$ cat config.mk
export PLATFORM = sky130hd
export DESIGN_NAME = mem_block_xfer
export DESIGN_NICKNAME = d
export VERILOG_FILES = /design/src/rtl/mem_block_xfer.sv
export SDC_FILE = /design/constraint.sdc
export NUM_CORES = 1
export LEC_CHECK = 0
export ABC_AREA = 1
export BUFFER_PORTS_ARGS = -buffer_cell sky130_fd_sc_hd__buf_2
export CORE_MARGIN = 3
export CORE_UTILIZATION = 30
export CTS_CLUSTER_SIZE = 40
export DETAILED_ROUTE_END_ITERATION = 8
export PLACE_DENSITY = 0.55
export SETUP_SLACK_MARGIN = 0.1
export SLEW_MARGIN = 0
export SYNTH_ARGS = -nofsm -noshare
export SYNTH_HDL_FRONTEND = slang
export SYNTH_SLANG_ARGS = --single-unit
$ cat constraint.sdc
create_clock -name clk -period 2.1 [get_ports clk]
set_input_delay 0.21 -clock clk [delete_from_list [all_inputs] [get_ports clk]]
set_output_delay 0.21 -clock clk [all_outputs]
set_load 0.03 [all_outputs]
$ cat src/rtl/mem_block_xfer.sv
// Block-transfer initiator: moves one aligned block of 16-bit words between a
// requester and a single-cycle memory, one word access per cycle.
module mem_block_xfer #(
  parameter int ADDR_WIDTH  = 16,
  parameter int BLOCK_WORDS = 8
) (
  input  logic                           clk,
  input  logic                           rst_n,
  // req_valid/req_ready: a request transfers on a rising edge where both are
  // high; req_ready is high only in IDLE and never depends on req_valid.
  input  logic                           req_valid,
  input  logic                           req_wr,
  input  logic [ADDR_WIDTH-1:0]          req_addr,
  output logic                           req_ready,
  output logic [$clog2(BLOCK_WORDS)-1:0] wr_word_idx,
  input  logic [15:0]                    wr_word,
  output logic                           fill_we,
  output logic [$clog2(BLOCK_WORDS)-1:0] fill_word_idx,
  output logic [15:0]                    fill_data,
  output logic                           done,
  output logic [ADDR_WIDTH-1:0]          mem_addr,
  output logic                           mem_enable,
  output logic                           mem_wr,
  output logic [15:0]                    mem_data_in,
  input  logic [15:0]                    mem_data_out
);

  localparam int IDX_W = $clog2(BLOCK_WORDS);
  localparam logic [IDX_W-1:0] LAST_BEAT = IDX_W'(BLOCK_WORDS - 1);
  localparam logic [ADDR_WIDTH-1:0] OFF_MASK =
    {{(ADDR_WIDTH-IDX_W-1){1'b0}}, {(IDX_W+1){1'b1}}};

  typedef enum logic [1:0] {
    IDLE = 2'd0,
    XFER = 2'd1,
    DONE = 2'd2
  } state_e;

  state_e                  state_q, state_d;
  logic [IDX_W-1:0]        beat_q, beat_d;
  logic                    op_wr_q, op_wr_d;
  logic [ADDR_WIDTH-1:0]   base_q, base_d;
  logic                    fill_we_q, fill_we_d;
  logic [15:0]             fill_data_q, fill_data_d;
  logic [IDX_W-1:0]        fill_idx_q, fill_idx_d;

  always_ff @(posedge clk) begin
    if (!rst_n) begin
      state_q     <= IDLE;
      beat_q      <= '0;
      op_wr_q     <= 1'b0;
      base_q      <= '0;
      fill_we_q   <= 1'b0;
      fill_data_q <= '0;
      fill_idx_q  <= '0;
    end else begin
      state_q     <= state_d;
      beat_q      <= beat_d;
      op_wr_q     <= op_wr_d;
      base_q      <= base_d;
      fill_we_q   <= fill_we_d;
      fill_data_q <= fill_data_d;
      fill_idx_q  <= fill_idx_d;
    end
  end

  always_comb begin
    state_d     = state_q;
    beat_d      = beat_q;
    op_wr_d     = op_wr_q;
    base_d      = base_q;
    fill_we_d   = 1'b0;
    fill_data_d = fill_data_q;
    fill_idx_d  = fill_idx_q;
    req_ready   = 1'b0;
    done        = 1'b0;
    wr_word_idx = '0;
    mem_enable  = 1'b0;
    mem_wr      = 1'b0;
    mem_addr    = '0;
    mem_data_in = '0;

    case (state_q)
      IDLE: begin
        req_ready = 1'b1;
        if (req_valid) begin
          op_wr_d = req_wr;
          base_d  = req_addr & ~OFF_MASK;
          beat_d  = '0;
          state_d = XFER;
        end
      end
      XFER: begin
        // OR rather than add: base is block aligned, so no carry can leave the block.
        mem_enable  = 1'b1;
        mem_wr      = op_wr_q;
        mem_addr    = base_q | ({{(ADDR_WIDTH-IDX_W){1'b0}}, beat_q} << 1);
        wr_word_idx = beat_q;
        if (op_wr_q) begin
          mem_data_in = wr_word;
        end else begin
          fill_we_d   = 1'b1;
          fill_data_d = mem_data_out;
          fill_idx_d  = beat_q;
        end
        beat_d = beat_q + IDX_W'(1);
        if (beat_q == LAST_BEAT) state_d = DONE;
      end
      DONE: begin
        done    = 1'b1;
        state_d = IDLE;
      end
      default: state_d = IDLE;
    endcase
  end

  assign fill_we       = fill_we_q;
  assign fill_data     = fill_data_q;
  assign fill_word_idx = fill_idx_q;

endmodule

Word-level counts from Yosys, hierarchy flattened
Index checks and enable logic that the tools add are counted.
{"block": "op_classes", "muxes": 14, "n_bitwise": 2, "eq_ne": 5, "n_reduce_logical": 7, "addsub": 1}
{"operator": "$mux 16", "n": 3}
{"operator": "$or 16x4->16", "n": 1}
{"operator": "$reduce_and 2->1", "n": 5}
{"operator": "$mux 3", "n": 2}
{"operator": "$pmux 3 s2", "n": 1}
{"operator": "$mux 1", "n": 5}
{"operator": "$mux 2", "n": 2}
{"operator": "$ne 2x2->1 const B", "n": 2}
{"operator": "$pmux 2 s2", "n": 1}
{"operator": "$add 3x1->3 const B", "n": 1}
{"operator": "$eq 3x3->1 const B", "n": 1}
{"operator": "$eq 2x1->1 const B", "n": 1}
{"operator": "$eq 2x2->1 const B", "n": 1}
{"operator": "$logic_not 2->1", "n": 1}
{"operator": "$reduce_bool 2->1", "n": 1}
{"operator": "$not 1->1", "n": 1}
{"block": "totals", "register_bits": 38, "out_inout_bits": 59, "wordCells": 36, "in_bits": 52}

Longest topological paths before layout
Gate-level depths: netlist (run 1).
{"block": "logic_depth", "depth_word": 3, "mapped_depth": 6, "mapped_depth_nobuf": 5}

Least setup slack after synthesis (run 1)
Ideal clock, no wire load.
{"block": "synth_path", "path_type": "reg-to-output", "from": "reg state_q[0]", "to": "out wr_word_idx[1]", "t_arrival_ns": 1.486, "n_path_buf": 2, "setup_slack_ns": 0.404, "stages_incl_launch_ff": 5, "required_time_ns": 1.890, "cell_sequence": "dfxtp_1 nand2_1 clkbuf_1 nor2_1 buf_4"}
{"block": "synth_between", "elab_chain_len": 2}
{"element": "start, declared", "line_no": "39", "rtl": "state_e state_q, state_d;"}
{"element": "start signal, assigned", "line_no": "57", "rtl": "state_q <= state_d;"}
{"element": "$eq 2x1->1", "line_no": "83", "rtl": "case (state_q)"}
{"element": "$mux 3", "line_no": "83"}
{"element": "end, declared", "line_no": "15", "rtl": "output logic [$clog2(BLOCK_WORDS)-1:0] wr_word_idx,"}
Every way passes these cells.

Final worst setup path (run 1)
{"block": "layout_path", "from": "reg state_q[0]", "to": "out mem_wr"}
{"block": "layout_between", "elab_chain_len": 2}
{"element": "$eq 2x1->1", "line_no": "83"}
{"element": "$mux 1", "line_no": "83"}
{"element": "end, declared", "line_no": "23", "rtl": "output logic mem_wr,"}
Every way passes these cells.

==> summary.txt, run 1 <==
Placed design
  – Dpl hpwl: around 3.4 mm
  – Area post-placement: between 2000 and 2500 um^2
  – Placer Congestion: 0.708
  – Buffers on Ports: 105
  – Pre-CTS WS: around 0.69 ns

Worst setup path
  – CP peak stage delay: about 0.44 ns
  – Worst r2r dst: base_q[12]$_SDFFE_PN0P_
  – Worst R2R Start: state_q[0]$_SDFFE_PN0P_
  – Worst EP required: ~1.9 ns
  – Cell depth of the worst flop-to-flop path: 5
  – Crit path DAT: 1.48 ns
  – CP cell instances: nand2_1, buf_4, inv_1, nand2_1, inv_1, buf_2
  – Crit end category: primary output
  – Kind of critical path: flip-flop to primary output
  – Critical path launch point type: flip-flop
  – CP max FO: 20
  – Crit-path slowest cell: dfxtp_1
  – Setup slack, reg-to-reg: 0.86 ns

Timing
  – Clock skew: approximately 0.002 ns
  – Slew Limit Fails: 0
  – Setup_tns: 0 ns
  – Unrepaired setup endpoints after global routing: no
  – Final worst-path cycle share: 80.6%
  – Final hold viol count: 0
  – Final setup violation count: 0
  – Final critical-path setup slack: 0.407 ns
  – F_max: about 0.6 GHz
  – Tmin final: 1.69 ns

Global route
  – Gr usage total: a little over an eighth
  – Pin count of the biggest net entering global routing: 23
  – First-pass GRT wire length: 7.97 mm
  – Gr ovfl total: 0
  – Vias in the first global route: 1,767
  – Initial antenna violation count: 0

CTS
  – Post-CTS setup buffer count: 0
  – CTS Sinks: 38
  – H-tree levels: 2
  – CTS max path bufs: 2
  – CTS root buffer: clkbuf_8
  – Clock transition at the registers of the reported paths: 0.07 ns
  – Hold-fix buffers, CTS: 0
  – Clock buffer count from CTS: 5
  – Resize count post-CTS: 0
  – TritonCTS clock tree: done
  – Clk_lat worst skew: 0.27 ns

Finish
  – Reg area: 761 um^2
  – Area Overhead vs Synth: 35.1%
  – Fin nets: 442
  – Final instance area: 2460 um^2
  – Area taken by multi-input logic gates: 828 um^2
  – N_diodes: 0
  – Fill count: ~650
  – Share of cells above drive strength 1: 30.7%

Yosys
  – Share of Yosys cell area claimed by the top area cell type: 41.7%
  – Yosys warns: 0
  – Flops & latches, synth: 38
  – Cell Area, Synth: 1820 um^2
  – Cell taking the most area after synthesis: dfxtp_1
  – Seq/Total Area, Yosys: 41.7%
  – Synth Area per Inst: around 6.3 um^2
  – Main synth FF type: dfxtp_1
  – Largest cells by area after synthesis: dfxtp_1 (42%), nor2_1 (19%), nand2_1 (15%)
  – Mapped Cells: between 200 and 300
  – Post-synth EDFFs: 0
  – Syn nets: ~340
  – Most instantiated cells after synthesis: nor2_1 (93), nand2_1 (75), dfxtp_1 (38), inv_1 (36), nand3b_1 (13)
  – Cell variety after synth: 17
  – Async SR Flop Fraction: 0%
  – Most common cell in the synthesized netlist: nor2_1

Floorplanning
  – I/O pin count: 111
  – Rows: 27
  – Core area: approximately 5700 um^2
  – Chip width: 84.0 um
  – Initial Util: a little under a third
  – Die H: 84.0 um
  – Full die area: 7050 um^2

Power
  – Cell-internal power: 0.00114 W
  – Peak VDD IR: 0.000377 V
  – Sw Share: ~31%
  – NetSw: 0.000522 W
  – Pleak: 1.41 nW
  – Sequential share of power: 48.3%
  – Clock share of power: a little over a quarter
  – Power density over the cells: 676 nW/um^2
  – Logic pwr share: 24.8%

Drt
  – Drt drc: 0
  – Wire per inst: 10.0 um
  – Routed WL: 4.61 mm
  – DR vias: 1,896
  – Vias per cell: 4.12
  – Initial DRC count: 38
  – Drt first pass iters: 4
  – Antenna-violating nets left: 0

Run status
  – Outcome: complete, no violations

Hold path
  – Hold path depth: 3
  – Worst hold start: mem_data_out[15]
  – Hold endpoint: fill_data[15]$_SDFFE_PN0P_
  – Worst hold path class: input pin to flip-flop

Run
  – Max Cap Viol: 0
-- worst max-delay path: cells and delay by family, from the launching register on --
kind,cells,cell delay [ns]
buffers and inverters,4,0.61
AND/OR/NAND/NOR,2,0.17
flip-flops,1,0.44
-- area by class of cell --
| type | count | share of cell area, % |
|---|---|---|
| Sequential cell | 38 | 30.9 |
| Inverter | 37 | 5.63 |
| Timing Repair Buffer | 111 | 23.1 |
| Multi-Input combinational cell | 195 | 33.6 |
| Tap cell | 72 | 3.65 |
| Clock buffer | 7 | 3.10 |
-- through the flow --
step | utilization (%) | hold WS [ns] | power [W] | instances
2_1_floorplan | - | 0.345 | 0.00111 | 289
3_3_place_gp | 41.8 | 0.431 | 0.00123 | 453
3_5_place_dp | 41.8 | 0.437 | 0.00124 | 453
4_1_cts | 43.2 | 0.142 | 0.00170 | 460
5_1_grt | 43.2 | 0.153 | 0.00179 | 460
6_report | 43.2 | 0.154 | 0.00167 | 460
-- state kept, by name, summed over array words and instances (netlist names) --
signal	count
fill_data	16
base_q	12
beat_q	3
fill_word_idx	3
state_q	2
fill_we	1
op_wr_q	1
-- power groups by stage --
| stage | combinational (W) | sequential (W) | clock (W) |
|---|---|---|---|
| final | 0.000414 | 0.000804 | 0.000449 |
| after global routing | 0.000467 | 0.000811 | 0.000512 |
| after CTS | 0.000420 | 0.000805 | 0.000477 |
| after detailed placement | 0.000417 | 0.000820 | 0 |
| after global placement | 0.000416 | 0.000819 | 0 |
| after floorplan | 0.000232 | 0.000876 | 0 |
-- metal layers --
| layer | global-route usage, % | wire length [um] | up-vias |
|---|---|---|---|
| li1 | - | - | 1031 |
| met1 | 16.9 | 2130 | 810 |
| met2 | 23.1 | 2140 | 53 |
| met3 | 3.95 | 322 | 2 |
| met4 | 3.07 | 15 | 0 |
| met5 | 0 | 0 | - |
-- placed cells by master (no fill, tap or decap), types with 2 or more instances in the layout --
cell / instances
a21oi_1: 3
buf_2: 105
buf_4: 6
clkbuf_1: 2
clkbuf_8: 5
dfxtp_1: 38
ha_1: 2
inv_1: 36
nand2_1: 75
nand3_1: 3
nand3b_1: 13
nor2_1: 93
o21ai_0: 2
-- worst max-delay path by stage --
| stage | to | from | cells past startpoint | slack (ns) |
|---|---|---|---|---|
| finish | mem_wr | state_q[0]$_SDFFE_PN0P_ | 6 | 0.41 |
| CTS | mem_wr | state_q[0]$_SDFFE_PN0P_ | 6 | 0.38 |
| global placement | mem_wr | state_q[0]$_SDFFE_PN0P_ | 6 | 0.70 |
| floorplan | wr_word_idx[1] | state_q[0]$_SDFFE_PN0P_ | 4 | 0.40 |
| global route | mem_wr | state_q[0]$_SDFFE_PN0P_ | 6 | 0.25 |
| detailed placement | mem_wr | state_q[0]$_SDFFE_PN0P_ | 6 | 0.69 |
-- cell families (layout without fill, tap and decap cells) --
logic type,count (synthesis),in the layout,share of synthesized area [%]
buffers and inverters,56,155,12.9
DFF,38,38,41.7
adders and majority gates,2,2,1.37
and+or+nand+nor,187,187,42.5
other,1,1,0.206
AOI/OAI and AO/OA,5,5,1.37
Power figures use the tool's default switching activity.
==> inputs of run 2 (changes only) <==
- clock period: 2.1 -> 1.7 ns (I/O delays scaled with it)
==> run 2 against run 1 <==
  * Clock power rose by 40%
  * Worst hold slack worse by 0.046 ns
  * Via count shrank 0.53%
  * Largest cell class unchanged
  * First-iteration DRC count increased by 87%
  * Largest power group unchanged
  * Combinational power up 23%
  * Sequential share of layout area down 0.21 points
  * Cell area up 0.86%
  * Critical endpoint is now mem_addr[3]
==> summary.txt, run 2 (synthesis results as in run 1) <==
Global route
  – Vias in the first global route: 1,720 (-2.7%)
  – Most Crowded Layer GR: met2
  – Pin count of the biggest net entering global routing: 37 (+61%)
  – First-pass GRT wire length: 7.92 mm (-0.60%)
  – GR Util met3: 4.74% (+0.79 points)
  – Grt met2 use: 21.5% (-1.5 points)
  – Met1 Usage GRT: 17.2% (+0.35 points)
  – Gr usage total: 13.4% (-0.15 points)
  – Initial antenna violation count: 0 (unchanged)
  – Gr ovfl total: 0 (unchanged)

Placed design
  – Placed cells: 452 (-0.22%)
  – Placer Congestion: 0.705 (-0.44%)
  – Dpl hpwl: 3.42 mm (+0.31%)
  – Pre-CTS WS: 0.335 ns (-0.352 ns)
  – Buffers on Ports: 105 (unchanged)

Timing
  – Final critical-path setup slack: 0.198 ns (-0.209 ns)
  – F_max: 0.666 GHz
  – Final hold viol count: 0 (unchanged)
  – Fin Hold WS: 0.107 ns (-0.0462 ns)
  – Clock skew: 0.00441 ns (+0.00238 ns)
  – Final worst-path cycle share: 88.4%
  – Final setup violation count: 0 (unchanged)
  – Setup_tns: 0 ns (unchanged)
  – Slew Limit Fails: 0 (unchanged)
  – Unrepaired setup endpoints after global routing: yes
  – Tmin final: 1.50 ns

Floorplanning
  – Die H: 84.0 um (unchanged)
  – Initial Util: 32.0% (unchanged)
  – Full die area: 7050 um^2 (unchanged)
  – Rows: 27 (unchanged)
  – I/O pin count: 111 (unchanged)
  – Chip width: 84.0 um (unchanged)
  – Core area: 5710 um^2 (unchanged)

Drt
  – Initial DRC count: 71 (+87%)
  – DR vias: 1,886 (-0.53%)
  – Antenna-violating nets left: 0 (unchanged)
  – Routed WL: 4.72 mm (+2.4%)
  – Drt drc: 0 (unchanged)
  – Vias per cell: 4.10 (-0.53%)
  – Wire per inst: 10.3 um (+2.4%)
  – Drt first pass iters: 4 (unchanged)

Power
  – Pleak: 1.42 nW (+0.23%)
  – Peak VDD IR: 0.000397 V (+5.3%)
  – Power density over the cells: 858 nW/um^2 (+27%)

Worst setup path
  – Crit-path slowest cell: dfxtp_1
  – Kind of critical path: flip-flop to primary output
  – Critical path launch point type: flip-flop
  – Worst EP required: 1.53 ns (-0.36 ns)
  – CP cell instances: inv_2, nand2_1, buf_4, nor2_1, clkbuf_4
  – Crit end category: primary output
  – CP max FO: 18 (-10%)
  – CP peak stage delay: 0.33 ns (-0.11 ns)
  – Crit path DAT: 1.33 ns (-0.15 ns)

CTS
  – Post-CTS setup buffer count: 0 (unchanged)
  – CTS root buffer: clkbuf_8
  – TritonCTS clock tree: done
  – H-tree levels: 2 (unchanged)
  – Clock transition at the registers of the reported paths: 0.07 ns (about the same)
  – CTS Sinks: 38 (unchanged)
  – CTS max path bufs: 2 (unchanged)
  – Clk_lat worst skew: 0.28 ns (about the same)
  – Clock buffer count from CTS: 5 (unchanged)
  – Hold-fix buffers, CTS: 0 (unchanged)

Hold path
  – Worst hold path class: input pin to flip-flop

Finish
  – Max reg flops: 16 (unchanged)
  – Fill count: 607 (-6.2%)
  – Share of cells above drive strength 1: 31.7% (+1.0 points)
  – Non-filler cells in the finished layout: 460 (unchanged)
  – N_diodes: 0 (unchanged)
  – Most common cell after layout, fill and taps aside: buf_2
  – Fin nets: 441 (-0.23%)
  – Commonest non-fill, non-tap cells in the layout: buf_2 (101), nor2_1 (92), nand2_1 (75)
  – Area Overhead vs Synth: 36.3%

Run
  – Max Cap Viol: 0 (unchanged)

Run status
  – Outcome: complete, no violations
[run 2: changes by cell type in the layout (fill, tap and decap cells not counted)]
cell,before,now
inv_1,36,35
clkbuf_8,5,6
inv_2,1,2
clkinv_2,0,1
nor2_2,1,2
nor2_1,93,92
clkbuf_1,2,1
clkbuf_4,0,4
dfxtp_1,38,37
buf_2,105,101
dfxtp_2,0,1
buf_4,6,5
[run 2: metrics by stage]
| stage | utilization (%) | area, um^2 | power (W) |
|---|---|---|---|
| detailed placement | 41.7 | 2380 | 0.00153 |
| global placement | 41.7 | 2380 | 0.00152 |
| global route | 43.5 | 2490 | 0.00228 |
| floorplan | - | 1820 | 0.00137 |
| CTS | 43.3 | 2470 | 0.00217 |
| finish | 43.5 | 2490 | 0.00213 |
[run 2: layer usage]
metal / vias up / routed length [um]
met2: 62 / 2110
met3: 5 / 375
met4: 0 / 31
met5: - / 0
li1: 1033 / -
met1: 786 / 2210
[run 2: what timing repair did]
item / in CTS / in global routing
resized for setup: 1 / 6
hold endpoints to repair: 0 / 0
endpoints found under the setup margin: 1 / 32
cloned: 0 / 0
[run 2: final cells by class]
class | count | area, um^2 | share of cell area (%)
timing repair buffer | 110 | 573 | 23.0
tap | 72 | 90.1 | 3.62
multi-input combinational | 195 | 831 | 33.4
clock inverter | 1 | 5.00 | 0.201
inverter | 37 | 139 | 5.59
sequential | 38 | 762 | 30.6
clock buffer | 7 | 86.3 | 3.47
[run 2: final timing paths]
kind                                 start  slack, ns  cells past startpoint                       endpoint
max                state_q[1]$_SDFFE_PN0P_       0.20                      5                    mem_addr[3]
min                       mem_data_out[14]       0.11                      3     fill_data[14]$_SDFFE_PN0P_
max reg2reg        state_q[1]$_SDFFE_PN0P_       0.37                      5  fill_word_idx[1]$_SDFFE_PN0P_
min reg2reg  fill_word_idx[0]$_SDFFE_PN0P_       0.47                      2  fill_word_idx[0]$_SDFFE_PN0P_
[run 2: worst max-delay path: cells and delay by family (launching register included)]
kind / cells / cell delay, ns
buffers and inverters: 3 / 0.50
flip-flops: 1 / 0.33
AND/OR/NAND/NOR: 2 / 0.21
[run 2: report_power, final]
part / switching, W / internal [W] / total (W)
logic: 0.000340 / 0.000172 / 0.000511
clock network: 0.000300 / 0.000327 / 0.000628
registers: 0.0000351 / 0.000958 / 0.000994
total: 0.000675 / 0.00146 / 0.00213
==> inputs of run 3 (changes only) <==
- CORE_ASPECT_RATIO: default -> 1.25
==> run 3 against run 2 <==
  * Register-to-register slack better by 0.13 ns
  * Count of clock-buffer cells in the layout stayed put
  * Utilization fell by 0.71 points
  * Clock power fell by 11%
  * Via count decreased by 0.21%
  * Setup slack gained 0.039 ns
  * Global-route usage hardly changed
  * Final cell count is 2.4% higher
  * Sequential share of layout area down 0.28 points
  * Cell area rose by 0.91%
  * Critical path type unchanged
  * Largest power group unchanged
==> summary.txt, run 3 (synthesis results as in run 1) <==
Run status
  – Outcome: complete, no violations

Power
  – Clock share of power: 27.0% (-2.4 points)
  – Sw Share: 31.4% (-0.22 points)
  – NetSw: 0.000652 W (-3.4%)
  – Cell-internal power: 0.00142 W (-2.4%)
  – Power density over the cells: 827 nW/um^2 (-3.6%)
  – Pleak: 1.42 nW (+0.50%)
  – Peak VDD IR: 0.000513 V (+29%)
  – Sequential share of power: 47.9% (+1.3 points)
  – Logic pwr share: 25.1% (+1.1 points)

CTS
  – Hold-fix buffers, CTS: 0 (unchanged)
  – Clk_lat worst skew: 0.28 ns (about the same)
  – CTS max path bufs: 2 (unchanged)
  – H-tree levels: 2 (unchanged)
  – Clock buffer count from CTS: 5 (unchanged)
  – CTS root buffer: clkbuf_8
  – Clock transition at the registers of the reported paths: 0.07 ns (about the same)
  – TritonCTS clock tree: done
  – CTS Sinks: 38 (unchanged)

Global route
  – First-pass GRT wire length: 7.53 mm (-4.9%)
  – Vias in the first global route: 1,774 (+3.1%)
  – Pin count of the biggest net entering global routing: 33 (-11%)
  – Gr ovfl total: 0 (unchanged)
  – Initial antenna violation count: 0 (unchanged)
  – Gr usage total: 13.4% (-0.035 points)

Finish
  – Area Overhead vs Synth: 37.5%
  – Share of cells above drive strength 1: 31.6% (-0.081 points)
  – Non-filler cells in the finished layout: 471 (+2.4%)
  – Fin nets: 443 (+0.45%)
  – N_diodes: 0 (unchanged)
  – Commonest non-fill, non-tap cells in the layout: buf_2 (102), nor2_1 (93), nand2_1 (74)
  – Final core utilization: 42.8% (-0.71 points)
  – Most common cell after layout, fill and taps aside: buf_2
  – Final instance area: 2510 um^2 (+0.91%)
  – Max reg flops: 16 (unchanged)

Timing
  – Unrepaired setup endpoints after global routing: no
  – Final setup violation count: 0 (unchanged)
  – Final worst-path cycle share: 86.1% (-2.3 points)
  – Slew Limit Fails: 0 (unchanged)
  – F_max: 0.683 GHz (+2.7%)
  – Final hold viol count: 0 (unchanged)
  – Setup_tns: 0 ns (unchanged)
  – Tmin final: 1.46 ns (-0.0389 ns)
  – Clock skew: 0.00256 ns (-0.00185 ns)
  – Final critical-path setup slack: 0.237 ns (+0.0389 ns)

Worst setup path
  – Kind of critical path: flip-flop to primary output
  – CP peak stage delay: 0.33 ns (about the same)
  – CP max FO: 15 (-3)
  – Worst EP required: 1.53 ns (about the same)
  – CP cell instances: inv_2, nand2_2, buf_4, nor2_1, buf_2
  – Critical path launch point type: flip-flop
  – Crit path DAT: 1.29 ns (-0.04 ns)
  – Crit end category: primary output
  – Crit-path slowest cell: dfxtp_1

Drt
  – Vias per cell: 4.00 (-2.5%)
  – Antenna-violating nets left: 0 (unchanged)
  – Drt first pass iters: 4 (unchanged)
  – Initial DRC count: 42 (-41%)
  – Drt drc: 0 (unchanged)
  – Wire per inst: 10.0 um (-2.4%)
  – DR vias: 1,882 (-0.21%)
  – Routed WL: 4.72 mm (about the same)

Run
  – Max Cap Viol: 0 (unchanged)

Floorplanning
  – Initial Util: 31.1% (-0.81 points)
  – Chip width: 75.7 um (-9.8%)
  – Rows: 31 (+15%)
  – Core area: 5860 um^2 (+2.6%)
  – Full die area: 7060 um^2 (about the same)
  – I/O pin count: 111 (unchanged)
  – Die H: 93.2 um (+11%)

Placed design
  – Pre-CTS WS: 0.377 ns (+0.0417 ns)
  – Placer Congestion: 0.720 (+2.1%)
  – Placed cells: 464 (+2.7%)
  – Area post-placement: 2420 um^2 (+1.7%)
  – Dpl hpwl: 3.60 mm (+5.2%)
  – Buffers on Ports: 105 (unchanged)

Hold path
  – Worst hold path class: input pin to flip-flop
-- run 3: power groups by stage --
stage	sequential, W	clock [W]	combinational [W]
after floorplan	0.00108	0	0.000286
after global placement	0.00101	0	0.000520
after detailed placement	0.00101	0	0.000525
after CTS	0.000995	0.000593	0.000528
after global routing	0.00100	0.000625	0.000584
final	0.000994	0.000560	0.000520
-- run 3: metal layers --
metal,GRT usage [%],vias up,share of wire [%]
met5,0,-,0
met4,3.94,0,0.87
met3,3.23,5,5.6
met2,24.7,45,51
met1,14.4,799,42
li1,-,1033,-
-- run 3: worst paths after layout --
kind                                                       to                           from  cells past startpoint  slack [ns]
worst max register to register        base_q[12]$_SDFFE_PN0P_        state_q[0]$_SDFFE_PN0P_                      5        0.50
worst max-delay path                           mem_data_in[7]        state_q[1]$_SDFFE_PN0P_                      5        0.24
worst min-delay path                fill_data[1]$_SDFFE_PN0P_                mem_data_out[1]                      3        0.11
worst min register to register  fill_word_idx[2]$_SDFFE_PN0P_  fill_word_idx[2]$_SDFFE_PN0P_                      2        0.47
-- run 3: through the flow --
step	total power [W]	hold slack [ns]
CTS	0.00212	0.104
global route	0.00221	0.111
finish	0.00207	0.112
global placement	0.00153	0.392
floorplan	0.00137	0.305
detailed placement	0.00154	0.397
-- run 3: layout make-up --
| cell class | instances | area (um^2) |
|---|---|---|
| multi-input combinational | 195 | 831 |
| sequential | 38 | 762 |
| timing repair buffer | 112 | 598 |
| clock buffer | 7 | 76.3 |
| inverter | 37 | 139 |
| tap | 82 | 103 |
| fill | 672 | 3350 |
-- run 3: critical path: cells and delay by family (launching register included) --
kind	cells	cell delay [ns]
DFF	1	0.33
and+or+nand+nor	2	0.18
buffers and inverters	3	0.50
-- run 3: what timing repair did --
item,in CTS,in global routing
setup endpoints to repair,25,29
setup buffers,0,0
resized for setup,3,3
